### src/rtl/uart_tx_scheduler.sv
// -----------------------------------------------------------------------------
// uart_tx_scheduler
//
// Shares one UART transmitter between four requesters. Each requester owns a
// one-byte slot and a pending flag. A round-robin arbiter picks the next
// pending byte whenever the transmitter is idle. It issues a one-cycle start
// pulse and then waits for the transmitter's done pulse. If no done pulse
// arrives within TIMEOUT_CYCLES cycles of the start pulse, the byte is
// abandoned.
//
// Ports
//   clk           : single clock, rising edge
//   rst_n_i       : asynchronous active-low reset
//   req_i[3:0]    : one-cycle send strobe per requester
//   data0..3_i    : byte of requester k, sampled when req_i[k] = 1
//   pend_o[3:0]   : requester k holds an unsent byte
//   done_o[3:0]   : one-cycle pulse, requester k's byte completed
//   drop_o[3:0]   : one-cycle pulse, req_i[k] rejected because the slot is full
//   tx_start_o    : one-cycle start pulse to the transmitter
//   tx_data_o     : byte for the transmitter (held until the next grant)
//   tx_busy_i     : transmitter is shifting a frame
//   tx_done_i     : transmitter finished the stop bit (one-cycle pulse)
//   active_id_o   : index of the requester currently or last granted
//   timeout_o     : one-cycle pulse when a frame is abandoned
// -----------------------------------------------------------------------------
module uart_tx_scheduler #(
  parameter int unsigned TIMEOUT_CYCLES = 20_000_000
) (
  input  logic       clk,
  input  logic       rst_n_i,
  input  logic [3:0] req_i,
  input  logic [7:0] data0_i,
  input  logic [7:0] data1_i,
  input  logic [7:0] data2_i,
  input  logic [7:0] data3_i,
  output logic [3:0] pend_o,
  output logic [3:0] done_o,
  output logic [3:0] drop_o,
  output logic       tx_start_o,
  output logic [7:0] tx_data_o,
  input  logic       tx_busy_i,
  input  logic       tx_done_i,
  output logic [1:0] active_id_o,
  output logic       timeout_o
);

  // One extra bit beyond the limit, so the counter cannot wrap before the
  // limit is reached.
  localparam int unsigned CNT_W = $clog2(TIMEOUT_CYCLES) + 1;
  localparam logic [CNT_W-1:0] TMO_LAST = CNT_W'(TIMEOUT_CYCLES - 1);

  typedef enum logic [1:0] {
    ST_IDLE,
    ST_START,
    ST_WAIT
  } state_t;

  state_t           state;
  logic [CNT_W-1:0] tmo_cnt;
  logic [1:0]       last_grant;
  logic [7:0]       slot [4];
  logic [7:0]       data_in [4];

  logic             wait_done;
  logic             wait_expire;
  logic [3:0]       release_vec;
  logic [3:0]       accept_vec;
  logic [3:0]       reject_vec;
  logic             grant_valid;
  logic [1:0]       grant_id;

  // ---------------------------------------------------------------------------
  // Slot bookkeeping
  // ---------------------------------------------------------------------------
  always_comb begin
    data_in[0] = data0_i;
    data_in[1] = data1_i;
    data_in[2] = data2_i;
    data_in[3] = data3_i;
  end

  // The granted slot is released when its frame completes or times out. A
  // done pulse in the same cycle as expiry counts as a normal completion.
  assign wait_done   = (state == ST_WAIT) && tx_done_i;
  assign wait_expire = (state == ST_WAIT) && !tx_done_i && (tmo_cnt >= TMO_LAST);

  // NOTE: every combinational output gets a default before any conditional
  // update. Otherwise paths that skip the assignment would infer a latch.
  always_comb begin
    release_vec = '0;
    if (wait_done || wait_expire) begin
      release_vec[active_id_o] = 1'b1;
    end
  end

  // A request is accepted into an empty slot. It is also accepted into the
  // slot being released in this same cycle, so that requester can queue its
  // next byte without a gap.
  assign accept_vec = req_i & (~pend_o | release_vec);
  assign reject_vec = req_i & pend_o & ~release_vec;

  // NOTE: registered state is written with non-blocking assignments. Every
  // flop then samples the values from before the edge, whatever order the
  // always blocks are evaluated in.
  always_ff @(posedge clk or negedge rst_n_i) begin
    if (!rst_n_i) begin
      pend_o <= '0;
      drop_o <= '0;
    end else begin
      pend_o <= accept_vec | (pend_o & ~release_vec);
      drop_o <= reject_vec;
    end
  end

  // NOTE: the slot bytes carry no reset. A byte is only read while its pend
  // bit is set, and reset clears the pend bits, so stale contents are never
  // observed.
  always_ff @(posedge clk) begin
    for (int k = 0; k < 4; k++) begin
      if (accept_vec[k]) begin
        slot[k] <= data_in[k];
      end
    end
  end

  // ---------------------------------------------------------------------------
  // Round-robin arbiter: search starts one past the last grant.
  // ---------------------------------------------------------------------------
  always_comb begin
    logic [1:0] cand;
    grant_valid = 1'b0;
    grant_id    = last_grant;
    cand        = last_grant;
    for (int i = 1; i <= 4; i++) begin
      cand = last_grant + 2'(i);
      if (!grant_valid && pend_o[cand]) begin
        grant_valid = 1'b1;
        grant_id    = cand;
      end
    end
  end

  // ---------------------------------------------------------------------------
  // Transmit sequencer
  // ---------------------------------------------------------------------------
  // tmo_cnt is cleared at the grant. It then counts one per cycle from the
  // start pulse onwards, so in WAIT it holds the number of cycles elapsed
  // since the start pulse. Expiry therefore lands exactly TIMEOUT_CYCLES
  // cycles after START.
  always_ff @(posedge clk or negedge rst_n_i) begin
    if (!rst_n_i) begin
      state       <= ST_IDLE;
      tx_start_o  <= 1'b0;
      tx_data_o   <= 8'h00;
      active_id_o <= 2'd0;
      done_o      <= '0;
      timeout_o   <= 1'b0;
      tmo_cnt     <= '0;
      last_grant  <= 2'd3;
    end else begin
      tx_start_o <= 1'b0;
      done_o     <= '0;
      timeout_o  <= 1'b0;

      case (state)
        ST_IDLE: begin
          if (grant_valid && !tx_busy_i) begin
            tx_start_o  <= 1'b1;
            tx_data_o   <= slot[grant_id];
            active_id_o <= grant_id;
            last_grant  <= grant_id;
            tmo_cnt     <= '0;
            state       <= ST_START;
          end
        end

        ST_START: begin
          tmo_cnt <= tmo_cnt + CNT_W'(1);
          state   <= ST_WAIT;
        end

        ST_WAIT: begin
          if (wait_done) begin
            done_o <= release_vec;
            state  <= ST_IDLE;
          end else if (wait_expire) begin
            timeout_o <= 1'b1;
            state     <= ST_IDLE;
          end else begin
            tmo_cnt <= tmo_cnt + CNT_W'(1);
          end
        end

        default: begin
          state <= ST_IDLE;
        end
      endcase
    end
  end

endmodule

### config.mk
export PLATFORM = sky130hd
export DESIGN_NAME = uart_tx_scheduler
export DESIGN_NICKNAME = d
export VERILOG_FILES = /design/src/rtl/uart_tx_scheduler.sv
export SDC_FILE = /design/constraint.sdc
export NUM_CORES = 1
export LEC_CHECK = 0
export ABC_AREA = 0
export CORE_UTILIZATION = 45
export DETAILED_ROUTE_END_ITERATION = 16
export PLACE_DENSITY = 0.67
export SKIP_CTS_REPAIR_TIMING = 1
export SLEW_MARGIN = 30
export SYNTH_ARGS = -nofsm -noshare
export SYNTH_HDL_FRONTEND = slang
export SYNTH_SLANG_ARGS = --single-unit
### constraint.sdc
create_clock -name clk -period 5.55 [get_ports clk]
set_clock_uncertainty 0.15 [all_clocks]
set_input_delay 0.8325 -clock clk [delete_from_list [all_inputs] [get_ports clk]]
set_output_delay 0.8325 -clock clk [all_outputs]
set_load 0.05 [all_outputs]
# Word-level counts from Yosys, hierarchy flattened
# Memory sizes are Yosys's and may differ from the RTL's. A register that Yosys moved wholly into a read port is not among the register bits.
# Cells that the tools add are included.
[word_totals]
ff_bits = 46
latchBits = 0
mem_bits_rw = 32
mem_bits_ro = 0
input_bits = 40
output_inout_bits = 24
wordCells = 97
memories = 1
[classes]
add_sub_neg = 4
multipliers = 0
n_div = 0
order_cmp = 7
n_eq_ne = 6
shift = 0
n_mux = 42
bitwise_logic = 8
reduce_logical = 20
[memory_table]
columns = ["memory", "words", "width", "rd", "rd_clocked_by_memory_dff", "wr", "line_no", "source"]
rows = [
  ["slot", 4, 8, 1, 1, 4, "61", "logic [7:0] slot [4];"],
]
[op_table]
columns = ["op", "count"]
rows = [
  ["26-bit 2-to-1 mux", 3],
  ["26-bit case mux with 3 select lines", 1],
  ["26-bit by 1-bit adder with 26-bit output (second input constant)", 1],
  ["26-bit by 25-bit >= comparator with 1-bit output (second input constant)", 1],
  ["1-bit 2-to-1 mux", 22],
  ["4-bit bitwise AND", 4],
  ["2-bit by 3-bit less-than comparator with 1-bit output (second input constant)", 5],
  ["2-bit 2-to-1 mux", 7],
  ["4-bit 2-to-1 mux", 3],
  ["1-bit binary-select mux with 2-bit select", 4],
  ["1-bit logical AND", 8],
  ["4-bit inverter", 2],
  ["4-bit bitwise OR", 2],
  ["1-bit zero test", 6],
  ["2-bit != test (second input constant)", 3],
  ["2-bit case mux with 3 select lines", 1],
  ["2-bit adder (second input constant)", 2],
  ["2-bit AND reduction", 2],
  ["4-bit AND reduction", 1],
  ["3-bit != test (second input constant)", 1],
  ["3-bit nonzero test", 1],
  ["2-bit by 1-bit adder with 2-bit output (second input constant)", 1],
  ["1-bit demux with 2-bit select", 1],
  ["2-bit by 1-bit equality test with 1-bit output (second input constant)", 1],
  ["other kinds (4)", 4],
]

# Longest topological paths before layout
[depth]
ltp_word = 16
mapped_depth = 8
ltp_nobuf = 7

# Worst setup path after synthesis
# No wires, ideal clock.
[synth_timing]
kind = "register -> register"
from = "register tmo_cnt[18]"
to = "memory slot[2][0], enable pin"
setup_ps = 332
arrival_ps = 2165
required_ps = 5068
slack_ps = 2903
stages_incl_launch_ff = 7
path_buffers = 1
period_less_slack_ps = 2647
cell_sequence = "dfrtp_1 > or3_1 > nor4_2 > a211oi_1 > buf_2 > o41ai_1 > and2_1"
[synth_lines]
columns = ["element", "line_no", "source"]
rows = [
  ["start: declaration", "59", "logic [CNT_W-1:0] tmo_cnt;"],
  ["start signal: assignment", "178", "tmo_cnt <= tmo_cnt + CNT_W'(1);"],
  ["start signal: assignment", "190", "tmo_cnt <= tmo_cnt + CNT_W'(1);"],
  ["end: declaration", "61", ""],
]

==> run_results.csv <==
group,metric,value,unit
setup_path,path_class,"reg2reg",
power_and_ir_drop,swShare,40.36,%
power_and_ir_drop,net-switching-power,873.7,uW
cells_and_area,diodes,0,
routing,drc,0,
synthesis,yosysWarningCount,0,
routing,wl_met2,4.431,mm
global_route,grt_pass1_vias,3072,
sta,finalCritPeriodShare,56.41,%
global_route,grt_pass1_wl,15.31,mm
power_and_ir_drop,seq_power_share,37.4,%
cells_and_area,area_growth,23.11,%
flow_run,max_cap_violations,0,
sta,drv_slew,0,
sta,hold_viol,0,
outcome,outcome,"finished clean",
setup_path,crit_path_cell_trace,"or3_1, nor4_2, a211oi_2, buf_4, o41ai_1, and2_1",
synthesis,syn-cell-area,4098,um^2
routing,dr_wl_met3,344,um
sta,setup_violations,0,
cts,clock-root-buffer,"clkbuf_8",
synthesis,synth_edf_count,32,
routing,firstDrtPassIters,4,
floorplanning,die_w,97.43,um
sta,relSlewSlack,34.69,%
floorplanning,initial_core_util,46.76,%
cells_and_area,nets,462,
synthesis,ys_ff_latch,86,
global_route,overflow,0,
setup_path,worstPathArrival,2.97,ns
setup_path,cp-end-kind,"flip-flop",
setup_path,critical_path.max_stage_delay,0.51,ns
routing,drt_iter0_markers,198,
floorplanning,die-area,9492,um^2
routing,highest_layer,"met4",
synthesis,async_flop_share,62.79,%
routing,wl_met1,4.135,mm
min_path,hp-class,"reg2reg",
sta,finalCriticalPeriod,3.131,ns
routing,wl,9.013,mm
routing,num_vias,3058,
power_and_ir_drop,vdd_drop_max,194.6,uV
cells_and_area,nFillCells,735,
cts,clkTransAtPathRegs,0.10,ns
global_route,antenna_found_initial,0,
synthesis,synth_top_area_share,31.76,%
synthesis,synth_area_leaders,"dfrtp_1 32%, edfxtp_1 23%, mux4_2 4.4%",
power_and_ir_drop,p_per_area,429.1,nW/um^2
setup_path,cpMaxStageDelayCell,"and2_1",
synthesis,synth_top_area_cell,"dfrtp_1",
cts,cts-buffers-inserted,9,
synthesis,synth_nets,394,
routing,wire_per_inst,17.01,um
place,port_buffers,63,
sta,fmax,0.3194,GHz
global_route,grt_usage,20.49,%
cts,insertion_delay,0.35,ns
synthesis,syn_inst,349,
setup_path,path_max_fanout,22,
cells_and_area,drive_above_1_share,13.27,%
power_and_ir_drop,power.leakage,0.001926,uW
power_and_ir_drop,power,2165,uW
routing,vias_per_cell,5.770,
sta,fin_tns_setup,0,ns
sta,tightest_slew,0.9732,ns
cts,h-tree-depth,3,
global_route,grt_max_degree,55,
sta,rsz0062_at_grt,"no",
cts,clockBufferDepth,2,
cts,cts_sinks,86,
floorplanning,core_area,8763,um^2
floorplanning,rows,34,
floorplanning,io_pins,64,
synthesis,ys_top_cells_by_count,"52 x dfrtp_1, 32 x edfxtp_1, 24 x nor2_1, 21 x nand2_1",
place,place_hpwl,6.392,mm
setup_path,cp-start-kind,"flip-flop",
cts,cts_tree,"done",
synthesis,synth_ff_type,"dfrtp_1",
synthesis,yosysMostFrequentCell,"dfrtp_1",
power_and_ir_drop,p_clk_share,18.9,%
power_and_ir_drop,p_comb_share,43.7,%
synthesis,ys_types,54,
routing,drtAntennaViolNets,0,
floorplanning,die_y,97.43,um
place,routabilityCongestion,0.8551,
synthesis,synth.avg_cell_area,11.74,um^2
power_and_ir_drop,power.internal,1291,uW
setup_path,worstPathRequired,5.39,ns
synthesis,yosysSeqAreaShare,56.49,%
routing by layer:
metal	track usage, %	up-vias
li1	-	1475
met1	28.50	1498
met2	33.14	78
met3	3.165	7
met4	6.448	0
met5	0	-
worst paths after layout:
check                        startpoint      endpoint  slack [ns]  cells past startpoint
max in group asynchronous       rst_n_i    tmo_cnt[7]        4.34                      2
min in group asynchronous       rst_n_i    tx_start_o        0.45                      2
hold reg to reg            tx_data_o[7]  tx_data_o[7]        0.37                      1
setup reg to reg            tmo_cnt[18]    slot[2][6]        2.42                      6
hold / removal             tx_data_o[7]  tx_data_o[7]        0.37                      1
setup / recovery            tmo_cnt[18]    slot[2][6]        2.42                      6
cells by family after synthesis:
group | share of synthesized area [%]
buffers and inverters | 2.992
adders and majority gates | 1.527
AOI/OAI and AO/OA | 17.10
DFF | 56.49
muxes | 7.664
and+or+nand+nor | 14.23
cell type report:
cell class | count | area, um^2 | share of cell area [%]
multi-input combinational | 233 | 1680 | 33.31
timing repair buffer | 68 | 663.1 | 13.14
sequential | 86 | 2315 | 45.88
inverter | 19 | 71.32 | 1.414
clock inverter | 7 | 56.30 | 1.116
tap | 108 | 135.1 | 2.679
clock buffer | 9 | 123.9 | 2.455
state kept, by name, summed over array words and instances (netlist names):
| name | flops |
|---|---|
| slot | 32 |
| tmo_cnt | 26 |
| tx_data_o | 8 |
| done_o | 4 |
| drop_o | 4 |
| pend_o | 4 |
| active_id_o | 2 |
| last_grant | 2 |
| state | 2 |
| timeout_o | 1 |
| tx_start_o | 1 |
power groups by stage:
stage          Sequential, uW  Clock [uW]  Combinational [uW]
6_report                  809         409                 946
5_1_grt                   822         445                1040
4_1_cts                   811         417                 953
3_5_place_dp              824           0                 952
3_3_place_gp              821           0                 937
2_1_floorplan             970           0                 520
cells in the final DEF, fill, tap and decap left out, drive strengths merged, types with 2 or more instances in the layout:
cell type	netlist	final
a211o	4	4
a211oi	2	2
a21o	3	3
a21oi	19	19
a221oi	2	2
a22o	19	19
a22oi	2	2
and2	5	5
and3	3	3
buf	3	6
clkbuf	8	9
clkdlybuf4s50	0	62
clkinv	0	2
clkinvlp	0	2
dfrtp	52	52
dfstp	2	2
edfxtp	32	32
ha	5	5
inv	19	22
mux2	11	11
mux4	8	8
nand2	21	21
nand2b	3	3
nand3	7	7
nand4	7	7
nor2	24	24
nor2b	2	2
nor3	14	14
nor3b	2	2
nor4	4	4
o211ai	7	7
o21ai	19	19
o22ai	4	4
o2bb2ai	2	2
o31ai	5	5
o41ai	4	4
or2	5	5
or3	6	6
or4	5	5
critical path, delay by kind of cell, from the launching register on:
family / cells / cell delay, ns
AND/OR/NAND/NOR: 3 / 1.33
buffers and inverters: 1 / 0.23
AO/OA/AOI/OAI: 2 / 0.62
flip-flops: 1 / 0.43
through the flow:
stage | setup slack (ns) | cells | cell area (um^2) | hold slack, ns | util, %
5_1_grt | 2.231 | 530 | 5045 | 0.3981 | 57.57
4_1_cts | 2.391 | 530 | 5039 | 0.3752 | 57.50
2_1_floorplan | 2.903 | 349 | 4098 | 0.3605 | -
3_3_place_gp | 2.124 | 514 | 4855 | 0.3406 | 55.40
3_5_place_dp | 2.075 | 514 | 4858 | 0.3537 | 55.44
6_report | 2.419 | 530 | 5045 | 0.3733 | 57.57
No activity file was read; power rests on OpenSTA's default activity.
